==> src/rtl/coms_multi.sv <==
// coms_multi: RS485 frame handler serving NUM_MOTORS channels behind one base ID.
// Define COMS_ACK_EN to acknowledge accepted SETPOINT/CONFIG frames with a 7-byte ack.
module coms_multi #(
    parameter int NUM_MOTORS      = 4,
    parameter int TIMEOUT_CYCLES  = 16000,
    parameter int KP_RESET        = 10,
    parameter int PWM_LIMIT_RESET = 500
) (
    input  logic                     CLK,
    input  logic                     reset,
    input  logic [7:0]               ID,
    input  logic                     rx_valid,
    input  logic [7:0]               rx_data,
    output logic                     tx_valid,
    output logic [7:0]               tx_data,
    input  logic                     tx_ready,
    output logic                     driver_enable,
    input  logic [NUM_MOTORS*24-1:0] position,
    input  logic [NUM_MOTORS*16-1:0] current,
    output logic [NUM_MOTORS*24-1:0] setpoint,
    output logic [NUM_MOTORS*8-1:0]  control_mode,
    output logic [NUM_MOTORS*16-1:0] Kp,
    output logic [NUM_MOTORS*16-1:0] Ki,
    output logic [NUM_MOTORS*16-1:0] Kd,
    output logic [NUM_MOTORS*24-1:0] pwm_limit,
    output logic [15:0]              err_count
);

    localparam int IDX_W   = (NUM_MOTORS > 1) ? $clog2(NUM_MOTORS) : 1;
    localparam int SET_LEN = 3 * NUM_MOTORS + 3;
    localparam int PAY_MAX = (SET_LEN > 13) ? SET_LEN : 13;
    localparam int CNT_W   = $clog2(PAY_MAX + 1);
    localparam int TMO_W   = $clog2(TIMEOUT_CYCLES + 1);

    localparam logic [31:0] MAGIC_STATUS   = 32'h1CE1CEBB;
    localparam logic [31:0] MAGIC_SETPOINT = 32'hD0D0D0D0;
    localparam logic [31:0] MAGIC_CONFIG   = 32'hBAADA555;

    // Position of the CRC high byte and of the final byte within each payload.
    localparam logic [CNT_W-1:0] ST_CRC  = CNT_W'(1);
    localparam logic [CNT_W-1:0] ST_LAST = CNT_W'(2);
    localparam logic [CNT_W-1:0] SP_CRC  = CNT_W'(SET_LEN - 2);
    localparam logic [CNT_W-1:0] SP_LAST = CNT_W'(SET_LEN - 1);
    localparam logic [CNT_W-1:0] CF_CRC  = CNT_W'(11);
    localparam logic [CNT_W-1:0] CF_LAST = CNT_W'(12);

    localparam logic [TMO_W-1:0] TMO_LAST = TMO_W'(TIMEOUT_CYCLES - 1);
    localparam logic [7:0]       NUM_M8   = 8'(NUM_MOTORS);

    typedef enum logic [2:0] {
        S_IDLE,
        S_RX_PAYLOAD,
        S_CHECK,
        S_LOAD_RESP,
`ifdef COMS_ACK_EN
        S_LOAD_ACK,
`endif
        S_SEND
    } state_e;

    typedef enum logic [1:0] {F_STATUS, F_SETPOINT, F_CONFIG} frame_e;

    function automatic logic [15:0] crc16_step(input logic [15:0] crc, input logic [7:0] data);
        logic [15:0] c;
        c = crc;
        for (int i = 7; i >= 0; i--) begin
            if (c[15] ^ data[i]) c = {c[14:0], 1'b0} ^ 16'h8005;
            else                 c = {c[14:0], 1'b0};
        end
        return c;
    endfunction

    state_e             state_q, state_d;
    frame_e             frame_q, frame_d;
    logic [31:0]        magic_q, magic_d;
    logic [15:0]        crc_q, crc_d;
    logic [CNT_W-1:0]   cnt_q, cnt_d;
    logic [TMO_W-1:0]   tmo_q, tmo_d;
    logic [15:0]        err_q, err_d;
    logic [IDX_W-1:0]   idx_q, idx_d;
    logic [3:0]         tx_idx_q, tx_idx_d;
    logic [3:0]         tx_last_q, tx_last_d;
    logic               tx_valid_q, tx_valid_d;
    logic               drv_q, drv_d;

    logic [7:0]         pay_q [PAY_MAX];
    logic [7:0]         pay_d [PAY_MAX];
    logic [7:0]         resp_q [16];
    logic [7:0]         resp_d [16];

    logic [23:0]        sp_q   [NUM_MOTORS];
    logic [23:0]        sp_d   [NUM_MOTORS];
    logic [7:0]         mode_q [NUM_MOTORS];
    logic [7:0]         mode_d [NUM_MOTORS];
    logic [15:0]        kp_q   [NUM_MOTORS];
    logic [15:0]        kp_d   [NUM_MOTORS];
    logic [15:0]        ki_q   [NUM_MOTORS];
    logic [15:0]        ki_d   [NUM_MOTORS];
    logic [15:0]        kd_q   [NUM_MOTORS];
    logic [15:0]        kd_d   [NUM_MOTORS];
    logic [23:0]        pwm_q  [NUM_MOTORS];
    logic [23:0]        pwm_d  [NUM_MOTORS];

    logic [23:0]        pos_a  [NUM_MOTORS];
    logic [15:0]        cur_a  [NUM_MOTORS];

    logic               magic_hit;
    frame_e             magic_frame;
    logic [CNT_W-1:0]   crc_pos, last_pos;
    logic [7:0]         id_diff;
    logic               crc_ok, addr_ok;
    logic [IDX_W-1:0]   addr_idx;
    logic [15:0]        resp_crc;
    logic               err_inc;

    for (genvar k = 0; k < NUM_MOTORS; k++) begin : g_ch
        assign pos_a[k]                  = position[24*k +: 24];
        assign cur_a[k]                  = current[16*k +: 16];
        assign setpoint[24*k +: 24]      = sp_q[k];
        assign control_mode[8*k +: 8]    = mode_q[k];
        assign Kp[16*k +: 16]            = kp_q[k];
        assign Ki[16*k +: 16]            = ki_q[k];
        assign Kd[16*k +: 16]            = kd_q[k];
        assign pwm_limit[24*k +: 24]     = pwm_q[k];
    end

    always_comb begin
        magic_hit   = 1'b1;
        magic_frame = F_STATUS;
        case (magic_q)
            MAGIC_STATUS:   magic_frame = F_STATUS;
            MAGIC_SETPOINT: magic_frame = F_SETPOINT;
            MAGIC_CONFIG:   magic_frame = F_CONFIG;
            default:        magic_hit   = 1'b0;
        endcase
    end

    always_comb begin
        crc_pos  = ST_CRC;
        last_pos = ST_LAST;
        case (frame_q)
            F_SETPOINT: begin crc_pos = SP_CRC; last_pos = SP_LAST; end
            F_CONFIG:   begin crc_pos = CF_CRC; last_pos = CF_LAST; end
            default:    ;
        endcase
    end

    // Channel index is the 8-bit wrapped distance from the base ID.
    assign id_diff  = pay_q[0] - ID;
    assign addr_idx = id_diff[IDX_W-1:0];
    assign crc_ok   = ({pay_q[crc_pos], pay_q[last_pos]} == crc_q);
    assign addr_ok  = (frame_q == F_SETPOINT) ? (pay_q[0] == ID) : (id_diff < NUM_M8);

    // NOTE: every _d is given its _q value first, so no branch can leave a latch behind.
    always_comb begin
        state_d    = state_q;
        frame_d    = frame_q;
        magic_d    = magic_q;
        crc_d      = crc_q;
        cnt_d      = cnt_q;
        tmo_d      = tmo_q;
        err_d      = err_q;
        idx_d      = idx_q;
        tx_idx_d   = tx_idx_q;
        tx_last_d  = tx_last_q;
        tx_valid_d = tx_valid_q;
        drv_d      = drv_q;
        pay_d      = pay_q;
        resp_d     = resp_q;
        sp_d       = sp_q;
        mode_d     = mode_q;
        kp_d       = kp_q;
        ki_d       = ki_q;
        kd_d       = kd_q;
        pwm_d      = pwm_q;
        resp_crc   = 16'hFFFF;
        err_inc    = 1'b0;

        case (state_q)
            S_IDLE: begin
                if (magic_hit) begin
                    magic_d = '0;
                    crc_d   = 16'hFFFF;
                    cnt_d   = '0;
                    tmo_d   = '0;
                    frame_d = magic_frame;
                    state_d = S_RX_PAYLOAD;
                end else if (rx_valid) begin
                    magic_d = {magic_q[23:0], rx_data};
                end
            end

            S_RX_PAYLOAD: begin
                if (rx_valid) begin
                    pay_d[cnt_q] = rx_data;
                    cnt_d        = cnt_q + 1'b1;
                    tmo_d        = '0;
                    if (cnt_q < crc_pos)   crc_d   = crc16_step(crc_q, rx_data);
                    if (cnt_q == last_pos) state_d = S_CHECK;
                end else if (tmo_q == TMO_LAST) begin
                    err_inc = 1'b1;
                    state_d = S_IDLE;
                end else begin
                    tmo_d = tmo_q + 1'b1;
                end
            end

            S_CHECK: begin
                state_d = S_IDLE;
                if (rx_valid) magic_d = {magic_q[23:0], rx_data};
                if (!crc_ok) begin
                    err_inc = 1'b1;
                end else if (addr_ok) begin
                    case (frame_q)
                        F_STATUS: begin
                            idx_d   = addr_idx;
                            state_d = S_LOAD_RESP;
                        end
                        F_CONFIG: begin
                            mode_d[addr_idx] = pay_q[1];
                            kp_d[addr_idx]   = {pay_q[2], pay_q[3]};
                            ki_d[addr_idx]   = {pay_q[4], pay_q[5]};
                            kd_d[addr_idx]   = {pay_q[6], pay_q[7]};
                            pwm_d[addr_idx]  = {pay_q[8], pay_q[9], pay_q[10]};
`ifdef COMS_ACK_EN
                            state_d = S_LOAD_ACK;
`endif
                        end
                        default: begin
                            for (int k = 0; k < NUM_MOTORS; k++)
                                sp_d[k] = {pay_q[1+3*k], pay_q[2+3*k], pay_q[3+3*k]};
`ifdef COMS_ACK_EN
                            state_d = S_LOAD_ACK;
`endif
                        end
                    endcase
                end
            end

            S_LOAD_RESP: begin
                resp_d[0] = 8'h1C;
                resp_d[1] = 8'hEB;
                resp_d[2] = 8'h00;
                resp_d[3] = 8'hDA;
                resp_d[4] = pay_q[0];
                resp_d[5] = mode_q[idx_q];
                {resp_d[6], resp_d[7], resp_d[8]}  = pos_a[idx_q];
                {resp_d[9], resp_d[10], resp_d[11]} = sp_q[idx_q];
                {resp_d[12], resp_d[13]}           = cur_a[idx_q];
                for (int i = 4; i < 14; i++) resp_crc = crc16_step(resp_crc, resp_d[i]);
                {resp_d[14], resp_d[15]} = resp_crc;
                tx_idx_d   = '0;
                tx_last_d  = 4'd15;
                tx_valid_d = 1'b1;
                drv_d      = 1'b1;
                state_d    = S_SEND;
            end

`ifdef COMS_ACK_EN
            S_LOAD_ACK: begin
                resp_d[0] = 8'hAC;
                resp_d[1] = 8'hCE;
                resp_d[2] = 8'h55;
                resp_d[3] = 8'hED;
                resp_d[4] = pay_q[0];
                resp_crc  = crc16_step(16'hFFFF, pay_q[0]);
                {resp_d[5], resp_d[6]} = resp_crc;
                tx_idx_d   = '0;
                tx_last_d  = 4'd6;
                tx_valid_d = 1'b1;
                drv_d      = 1'b1;
                state_d    = S_SEND;
            end
`endif

            S_SEND: begin
                // No timeout here: a stalled UART holds the current byte forever.
                if (tx_ready) begin
                    if (tx_idx_q == tx_last_q) begin
                        tx_valid_d = 1'b0;
                        drv_d      = 1'b0;
                        state_d    = S_IDLE;
                    end else begin
                        tx_idx_d = tx_idx_q + 4'd1;
                    end
                end
            end

            default: state_d = S_IDLE;
        endcase

        if (err_inc && (err_q != 16'hFFFF)) err_d = err_q + 16'd1;
    end

    // NOTE: sequential state uses <= so every flop samples the pre-edge values.
    always_ff @(posedge CLK or posedge reset) begin
        if (reset) begin
            state_q    <= S_IDLE;
            frame_q    <= F_STATUS;
            magic_q    <= '0;
            crc_q      <= 16'hFFFF;
            cnt_q      <= '0;
            tmo_q      <= '0;
            err_q      <= '0;
            idx_q      <= '0;
            tx_idx_q   <= '0;
            tx_last_q  <= '0;
            tx_valid_q <= 1'b0;
            drv_q      <= 1'b0;
            for (int k = 0; k < NUM_MOTORS; k++) begin
                sp_q[k]   <= '0;
                mode_q[k] <= '0;
                kp_q[k]   <= 16'(KP_RESET);
                ki_q[k]   <= '0;
                kd_q[k]   <= '0;
                pwm_q[k]  <= 24'(PWM_LIMIT_RESET);
            end
        end else begin
            state_q    <= state_d;
            frame_q    <= frame_d;
            magic_q    <= magic_d;
            crc_q      <= crc_d;
            cnt_q      <= cnt_d;
            tmo_q      <= tmo_d;
            err_q      <= err_d;
            idx_q      <= idx_d;
            tx_idx_q   <= tx_idx_d;
            tx_last_q  <= tx_last_d;
            tx_valid_q <= tx_valid_d;
            drv_q      <= drv_d;
            sp_q       <= sp_d;
            mode_q     <= mode_d;
            kp_q       <= kp_d;
            ki_q       <= ki_d;
            kd_q       <= kd_d;
            pwm_q      <= pwm_d;
        end
    end

    // NOTE: byte buffers carry no reset; each is written for the current frame before it is read.
    always_ff @(posedge CLK) begin
        pay_q  <= pay_d;
        resp_q <= resp_d;
    end

    assign tx_valid      = tx_valid_q;
    assign tx_data       = resp_q[tx_idx_q];
    assign driver_enable = drv_q;
    assign err_count     = err_q;

endmodule

==> config.mk <==
export PLATFORM = sky130hd
export DESIGN_NAME = coms_multi
export DESIGN_NICKNAME = d
export VERILOG_FILES = /design/src/rtl/coms_multi.sv
export SDC_FILE = /design/constraint.sdc
export NUM_CORES = 1
export LEC_CHECK = 0
export CAP_MARGIN = 20
export CORE_UTILIZATION = 50
export CTS_BUF_LIST = sky130_fd_sc_hd__clkbuf_4 sky130_fd_sc_hd__clkbuf_8 sky130_fd_sc_hd__clkbuf_16
export DETAILED_ROUTE_END_ITERATION = 7
export GPL_ROUTABILITY_DRIVEN = 1
export PLACE_DENSITY = 0.75
export SYNTH_ARGS = -nofsm -noshare
export SYNTH_HDL_FRONTEND = slang
export SYNTH_SLANG_ARGS = --single-unit
==> constraint.sdc <==
create_clock -name CLK -period 18.6 [get_ports CLK]
set_clock_uncertainty 0.1 [all_clocks]
set_input_delay 2.79 -clock CLK [delete_from_list [all_inputs] [get_ports CLK]]
set_output_delay 2.79 -clock CLK [all_outputs]
set_load 0.02 [all_outputs]
; Yosys cells after proc, flatten, opt, wreduce, memory -nomap -nowiden
; Index checks and enable logic that the tools add are counted.
[word_totals]
ff_bits = 727
inputBits = 180
output_inout_bits = 442
[classes]
addsub = 5
n_lt_le_gt_ge = 10
n_eq_ne = 24
muxes = 262
n_bitwise = 181
reduce_logical = 21
[op_table]
columns = operator, count
row1 = 16-bit 2-to-1 mux, 194
row2 = 3-bit inverter, 87
row3 = 64-bit bitwise mux, 3
row4 = 120-bit bitwise mux, 1
row5 = 24-bit 2-to-1 mux, 5
row6 = 24-bit binary-select mux with 2-bit select, 2
row7 = 8-bit binary-select mux with 4-bit select, 3
row8 = 96-bit bitwise mux, 1
row9 = 1-bit XOR, 87
row10 = 8-bit 2-to-1 mux, 10
row11 = 32-bit equality test (second input constant), 2
row12 = 32-bit 2-to-1 mux, 2
row13 = 32-bit one-hot mux with 2 select lines, 1
row14 = 24-bit demux with 2-bit select, 1
row15 = 14-bit 2-to-1 mux, 3
row16 = 16-bit binary-select mux with 2-bit select, 1
row17 = 32-bit bitwise mux, 1
row18 = 16-bit demux with 2-bit select, 1
row19 = 8-bit demux with 4-bit select, 1
row20 = 32-bit by 29-bit equality test with 1-bit output (second input constant), 1
row21 = 16-bit one-hot mux with 2 select lines, 1
row22 = 4-bit one-hot mux with 2 select lines, 4
row23 = 14-bit one-hot mux with 2 select lines, 1
row24 = 5-bit >= comparator (second input constant), 4
row25 = 43 further kinds, 86

; Longest topological paths before layout
; Gate-level depths: netlist (run 1).
[depth]
word_depth = 238
ltp_mapped = 16

; Worst setup path before layout (run 1)
; Ideal clock, no wire load.
[synth_timing]
kind = in2reg
start = in ID[0]
end = reg sp_q (netlist bit setpoint[54])
setup_time_ns = 0.125
arrival_ns = 6.057
required_time_ns = 18.375
slack_ns = 12.318
path_stages = 15
n_path_buf = 3
cell_sequence = ha_1 -> inv_1 -> fa_1 -> a21o_1 -> a21oi_1 -> o21ai_0 -> a21oi_1 -> xor2_1 -> o211ai_1 -> and4b_1 -> buf_1 -> o311ai_1 -> clkbuf_1 -> clkbuf_1 -> mux2_2
[synth_via]
elab_chain_len = 4
elab_cells_between_ends = 5
classes_between = add/sub (1) / order compare (1) / eq/ne (1) / mux (1) / reduce/logical (1)
[synth_lines]
columns = item, line
row1 = from (decl), 11  ; input logic [7:0] ID,
row2 = 8-bit subtractor, 149  ; assign id_diff = pay_q[0] - ID;
row3 = 8-bit by 3-bit < comparator with 1-bit output, 152  ; assign addr_ok = (frame_q == F_SETPOINT) ? (pay_q[0] == ID) : (id_diff < NUM_M8);
row4 = 1-bit 2-to-1 mux *, 152
row5 = 4-bit AND reduction (no source line) *, n/a
row6 = to (signal assigned), 331  ; sp_q <= sp_d;
row7 = to (decl), 91  ; logic [23:0] sp_q [NUM_MOTORS];
; Every way passes the cells marked *; elsewhere a longest branch is shown, timed or not.
; A chain may end at the register's enable or synchronous reset.

; Worst setup path after layout (run 1)
[layout_timing]
start = in ID[0]
end = reg ki_q (netlist bit Ki[46])
[layout_via]
elab_chain_len = 7
elab_cells_between_ends = 12
classes_between = add/sub (1) / order compare (3) / eq/ne (1) / mux (4) / bitwise (1) / reduce/logical (2)
[layout_lines]
columns = item, line
row1 = 8-bit subtractor, 149
row2 = 2-bit inverter with 3-bit output (not written as such), 222  ; ki_d[addr_idx] = {pay_q[4], pay_q[5]};
row3 = 3-bit >= comparator (not written as such) / 3-bit by 1-bit < comparator with 1-bit output (equally long branches), 222
row4 = 1-bit logical AND (not written as such), 222
row5 = 16-bit 2-to-1 mux (not written as such), 222
row6 = 16-bit demux with 2-bit select, 222
row7 = 64-bit bitwise mux, 222
row8 = to (signal assigned), 334  ; ki_q <= ki_d;
row9 = to (decl), 97  ; logic [15:0] ki_q [NUM_MOTORS];
; Several ways; a longest one is shown, not always the timed one.

==> flow_metrics.py, run 1 <==
metrics = {
    "outcome": {
        "status": "finished clean",
    },
    "worst_setup_path": {
        "crit_cells": 15,
        "r2r_end": "resp_q[0]",
        "worstSetupStartpointType": "input port",
        "cpMaxStageDelayCell": "buf_4",
        "setup.worst_path.end": "Ki[46]",
        "r2r-start": "idx_q[0]",
        "worst_path_largest_cell_delay_ns": 0.67,
        "critPathLaunch": "ID[0]",
        "crit_family": "buffers and inverters",
        "cp.arrival_ns": 7.34,
        "path_buf_inv": 4,
        "reg2reg_slack_ns": 12.98,
        "worstPathCellList": "clkdlybuf4s50_1 > ha_1 > inv_1 > fa_1 > a21o_1 > a21oi_1 > o21ai_0 > a21oi_1 > xor2_1 > o211ai_1 > and4b_1 > o311ai_4 > buf_4 > buf_4 > mux2_2",
        "cp-end-kind": "flip-flop",
        "critPathMaxFanout": 56,
        "required_ns": 18.99,
        "r2r_cells": 10,
        "worstSetupPathType": "input port to flip-flop",
    },
    "synth": {
        "synth_cells": 1953,
        "synthFlopType": "dfrtp_1",
        "ys_async_sr_fraction": 0.7029,
        "synth_edf_count": 216,
        "synth_nets": 2157,
        "seq_area_frac_synth": 0.6010,
        "ys_ff_latch": 727,
        "yosys.area.top_type_share": 0.3602,
        "postSynthAreaPerCell_um2": 16.47,
        "netlist-cell-type-count": 63,
        "syn_area_mm2": 0.03217,
        "synth_common_cells": "dfrtp_1 (463), mux2_2 (419), edfxtp_1 (216)",
        "yosys_warnings": 0,
        "yosys-top-cells-area": "dfrtp_1 (36%), edfxtp_1 (20%), mux2_2 (15%)",
        "synth_top_cell_by_area": "dfrtp_1",
        "synth.most_common_cell": "dfrtp_1",
    },
    "finish": {
        "area_growth_pct": 31.07,
        "fill_cells": 4455,
        "drive_gt1_frac": 0.2921,
        "fin_cells": 3510,
        "fin_nets": 2800,
        "final_area_mm2": 0.04216,
    },
    "power": {
        "ir_worst_vdd_v": 0.00007626,
        "power.leakage_nw": 17.84,
        "power_w": 0.003658,
        "p_per_area_mw_per_mm2": 86.76,
    },
    "route": {
        "num_vias": 20530,
        "first_iter_violations": 1521,
        "drc": 0,
        "drt-total-wl_um": 102400,
        "viasPerCell": 5.848,
        "drtPass1Iterations": 5,
        "wire_per_inst_um": 29.17,
        "ant_nets": 0,
    },
    "die": {
        "initial_core_util": 0.5081,
        "coreArea_mm2": 0.06331,
        "num_rows": 92,
        "die_w_um": 255.6,
        "fp.dieH_um": 255.6,
        "fp.dieArea_mm2": 0.06535,
        "ioPinCount": 622,
    },
    "job": {
        "drv_cap": 0,
    },
    "timing": {
        "timing.fmax_ghz": 0.1438,
        "slew_viol_final": 0,
        "setup_ws_ns": 11.65,
        "tightest_slew_ns": 1.060,
        "hold_viol": 0,
        "slew_headroom": 0.2910,
        "setup_viol": 0,
        "rsz0062_at_grt": "no",
        "setup_tns_ns": 0,
        "fin_crit_ns": 6.954,
        "period_share": 0.3739,
    },
    "clock_tree": {
        "clk_transition_reported_paths_ns": 0.06,
        "worstSkewPairLatency_ns": 0.62,
        "cts_buffer_depth": 3,
        "cts_tree": "built",
        "cts_buffers": 77,
        "cts-htree-levels": 3,
        "cts_sinks": 727,
        "holdBufCountCts": 0,
        "root_buffer": "clkbuf_16",
        "cts_resized": 0,
        "postCtsSetupBuffers": 0,
    },
    "global_route": {
        "grt_use_total": 0.3134,
        "grt_pass1_wl_um": 149800,
        "grt_pass1_vias": 21550,
        "antenna_found_initial": 5,
        "grt.overflow.total": 0,
        "grt_max_degree": 148,
    },
    "placement": {
        "place.gp.congestion": 0.9387,
        "post_dp_cell_area_mm2": 0.03939,
        "dp_hpwl_um": 75230,
        "io_buffers": 621,
        "dp_cells": 3360,
        "post-place-ws_ns": 11.02,
    },
    "worst_hold_path": {
        "whs_path_depth": 1,
        "min_from": "pwm_limit[91]",
        "hold_class": "flip-flop to flip-flop",
    },
}
-- worst min path at each step --
stage                    end  slack (ns)
2_1_floorplan   tx_last_q[0]        0.35
3_3_place_gp   err_count[11]        0.38
3_5_place_dp     magic_q[28]        0.39
4_1_cts        err_count[15]        0.40
5_1_grt        pwm_limit[71]        0.41
6_report       pwm_limit[91]        0.40
-- layer usage --
layer / track usage / vias up / share of wire
met1: 0.4044 / 10850 / 0.39
met3: 0.07437 / 160 / 0.084
li1: - / 8558 / -
met4: 0.1138 / 0 / 0.034
met2: 0.5179 / 957 / 0.50
met5: 0 / - / 0
-- logic make-up (layout without fill, tap and decap cells) --
logic type	after synthesis	in the layout	synth area share
AO/OA/AOI/OAI	90	90	0.02202
XOR/XNOR	236	236	0.07958
adder cells (fa/ha/maj)	24	24	0.009569
buffers and inverters	135	842	0.01871
flip-flops	727	727	0.6010
multiplexers	566	566	0.2405
other	0	4	0
AND/OR/NAND/NOR	175	175	0.02859
-- cell usage in the layout (no fill, tap or decap), types with 5 or more instances in the layout --
master and count:
and3_1 5, a21oi_1 6, mux4_1 12, xnor2_2 7, dfrtp_1 461, nor3_1 14, dfstp_2 48, mux2i_1 27
buf_4 32, edfxtp_1 216, o22a_1 16, nand4_1 14, a22o_1 32, nor2_1 50, clkbuf_8 11, clkdlybuf4s50_1 621
xnor2_1 151, bufinv_16 8, xor2_1 46, nand3_1 16, nand2b_1 11, inv_1 39, clkinv_2 14, nor4_1 8
clkbuf_16 80, mux4_2 108, o21ai_0 11, ha_1 22, clkbuf_4 21, nand2_1 27, xnor3_1 26, mux2_2 419
-- sequential cells by signal, summed over array words and instances, names as in the netlist, 14 cells and up --
signal        flops
crc_q            16
pay_q           120
Kp               64
err_count        16
setpoint         96
control_mode     32
pwm_limit        96
tmo_q            14
magic_q          32
Ki               64
resp_q           96
Kd               64
-- stage by stage --
stage / utilization / hold slack [ns]
after floorplan: - / 0.3485
after global placement: 0.6219 / 0.3760
after detailed placement: 0.6221 / 0.3904
after CTS: 0.6648 / 0.4043
after global routing: 0.6659 / 0.4109
final: 0.6659 / 0.4030
-- where the power goes --
group	internal, W	switching, W
logic	0.000186	0.000160
clock network	0.000979	0.000639
registers	0.00168	0.0000140
-- cell type report --
class                      instances  area [um^2]  share of cell area
tap                              846         1059             0.02511
inverter                          41        162.7            0.003858
clock buffer                     111         2303             0.05463
timing repair buffer             658         6554              0.1554
clock inverter                    32        399.1            0.009467
sequential                       727        19340              0.4587
multi-input combinational       1091        12330              0.2925
antenna                            4        10.01           0.0002374
-- worst reg2reg max path, delay by kind of cell, from the launching register on --
family	cells	cell delay, ns
xor+xnor	8	2.89
flops	1	0.81
buf+inv	1	0.83
mux	1	0.73
Power figures use the tool's default switching activity.
==> run 2, diff against run 1 <==
Settings changed: CORE_UTILIZATION 50 to 47, PLACE_DENSITY 0.75 to 0.74.
Clock period 18.6 ns to 5.7 ns, I/O delays scaled along.
==> run 2 against run 1 <==
  * Clock power rose to 3.2 times the previous value
  * Register-to-register slack worse by 12 ns
  * Power rose to 3.3 times the previous value
  * Largest cell class unchanged
  * Largest power group unchanged
==> flow_metrics.py, run 2 (synthesis results as in run 1) <==
metrics = {
    "worst_setup_path": {
        "worstPathCellList": "inv_1 > ha_2 > mux2i_1 > mux4_2 > xnor2_1 > nor4_1 > and3_1 > nand3_1 > nor4_1 > o31ai_4 > buf_12 > mux2_2",
        "reg2reg_slack_ns": 0.74,
        "cp.arrival_ns": 5.36,
        "path_buf_inv": 2,
        "crit_family": "simple AND/OR/NAND/NOR gates",
        "worstSetupPathType": "flip-flop to flip-flop",
        "worstSetupStartpointType": "flip-flop",
        "worst_path_largest_cell_delay_ns": 0.83,
        "required_ns": 6.10,
        "critPathMaxFanout": 67,
        "cpMaxStageDelayCell": "ha_2",
        "cp-end-kind": "flip-flop",
        "cp_common_cell": "nor4_1",
    },
    "timing": {
        "period_share": 0.8703,
        "tightest_slew_ns": 1.056,
        "slew_viol_final": 0,
        "setup_tns_ns": 0,
        "setup_ws_ns": 0.7393,
        "rsz0062_at_grt": "no",
        "timing.fmax_ghz": 0.2016,
        "hold_viol": 0,
        "setup_viol": 0,
        "slew_headroom": 0.2898,
        "fin_crit_ns": 4.961,
    },
    "global_route": {
        "grt_util_met1": 0.3813,
        "grt.overflow.total": 0,
        "grt_pass1_vias": 21850,
        "grt_use_total": 0.3004,
        "grt_max_degree": 152,
        "use_met3": 0.07623,
        "grt_pass1_wl_um": 151700,
        "antenna_found_initial": 5,
        "busiest_layer": "met2",
        "met2_usage": 0.5009,
    },
    "die": {
        "die_w_um": 263.6,
        "num_rows": 95,
        "fp.dieH_um": 263.6,
        "coreArea_mm2": 0.06740,
        "initial_core_util": 0.4773,
        "fp.dieArea_mm2": 0.06949,
        "ioPinCount": 622,
    },
    "route": {
        "first_iter_violations": 1514,
        "ant_nets": 0,
        "drt-total-wl_um": 104100,
        "viasPerCell": 5.804,
        "drc": 0,
        "drtPass1Iterations": 5,
        "num_vias": 20590,
        "wire_per_inst_um": 29.34,
    },
    "clock_tree": {
        "clk_transition_reported_paths_ns": 0.06,
        "postCtsSetupBuffers": 0,
        "worstSkewPairLatency_ns": 0.62,
        "cts_buffer_depth": 3,
        "cts_sinks": 727,
        "holdBufCountCts": 0,
        "cts_tree": "built",
        "root_buffer": "clkbuf_16",
        "cts-htree-levels": 3,
        "cts_resized": 0,
        "cts_buffers": 77,
    },
    "outcome": {
        "status": "finished clean",
    },
    "placement": {
        "dp_hpwl_um": 76110,
        "post-place-ws_ns": 0.7274,
        "place.gp.congestion": 0.9258,
        "io_buffers": 621,
    },
    "power": {
        "clkPwrFrac": 0.440,
        "power.leakage_nw": 17.93,
        "p_int_w": 0.009222,
        "power.switching_w": 0.002667,
        "p_seq_frac": 0.465,
        "switching_share": 0.2243,
        "p_per_area_mw_per_mm2": 280.6,
        "p_comb_frac": 0.095,
        "ir_worst_vdd_v": 0.0002353,
    },
    "finish": {
        "fin_nets": 2814,
        "largest_register_ffs": 120,
        "final_cell_mix": "clkdlybuf4s50_1 (621), dfrtp_1 (461), mux2_2 (419)",
        "largest_register": "pay_q",
        "drive_gt1_frac": 0.2952,
        "fill_cells": 4859,
        "final_common_cell": "clkdlybuf4s50_1",
        "area_growth_pct": 31.74,
    },
    "job": {
        "drv_cap": 0,
    },
    "worst_hold_path": {
        "hold_class": "input port to asynchronous set/reset pin",
    },
}
[run 2: changes by cell type in the layout (fill, tap and decap cells not counted), sizes merged]
cell      previous run  this run
clkinv              22        16
diode                4         2
clkbuf             112       118
bufinv               8         5
buf                 36        50
clkinvlp             0         2
[run 2: power groups by stage]
stage / clock network (W) / logic [W] / registers [W]
after CTS: 0.00530 / 0.00113 / 0.00553
after global routing: 0.00551 / 0.00120 / 0.00553
after detailed placement: 0 / 0.00112 / 0.00563
after floorplan: 0 / 0.000789 / 0.00562
after global placement: 0 / 0.00109 / 0.00563
final: 0.00523 / 0.00113 / 0.00553
[run 2: worst paths after layout]
check	startpoint	end	cells after the start
setup / recovery	frame_q[1]	Ki[59]	12
hold reg to reg	err_count[14]	err_count[14]	1
max in group asynchronous	reset	magic_q[19]	4
hold / removal	reset	pwm_limit[58]	2
min in group CLK	err_count[14]	err_count[14]	1
setup reg to reg	frame_q[1]	Ki[59]	12
[run 2: cell type report]
type                    instances  area (um^2)  area share
well taps                     873         1092     0.02578
diodes                          2        5.005   0.0001181
clock inverters                25        315.3    0.007440
repair buffers                672         6756      0.1594
flip-flops and latches        727        19340      0.4564
multi-input cells            1091        12330      0.2910
inverters                      41        158.9    0.003750
clock buffers                 117         2375     0.05604
[run 2: per-layer routing]
metal | up-vias | wire (um)
met5 | - | 0
met4 | 0 | 3501
met3 | 183 | 9165
met2 | 987 | 50950
met1 | 10830 | 40500
li1 | 8598 | -
[run 2: stage by stage]
step | power [W] | cell area [um^2] | hold WS [ns] | utilization | instances
after floorplan | 0.006406 | 32170 | 0.3485 | - | 1953
after global routing | 0.01224 | 42370 | 0.3831 | 0.6287 | 3547
final | 0.01189 | 42380 | 0.3763 | 0.6288 | 3548
after CTS | 0.01196 | 42340 | 0.4001 | 0.6283 | 3544
after global placement | 0.006720 | 39630 | 0.3662 | 0.5880 | 3401
after detailed placement | 0.006751 | 39650 | 0.3780 | 0.5884 | 3402
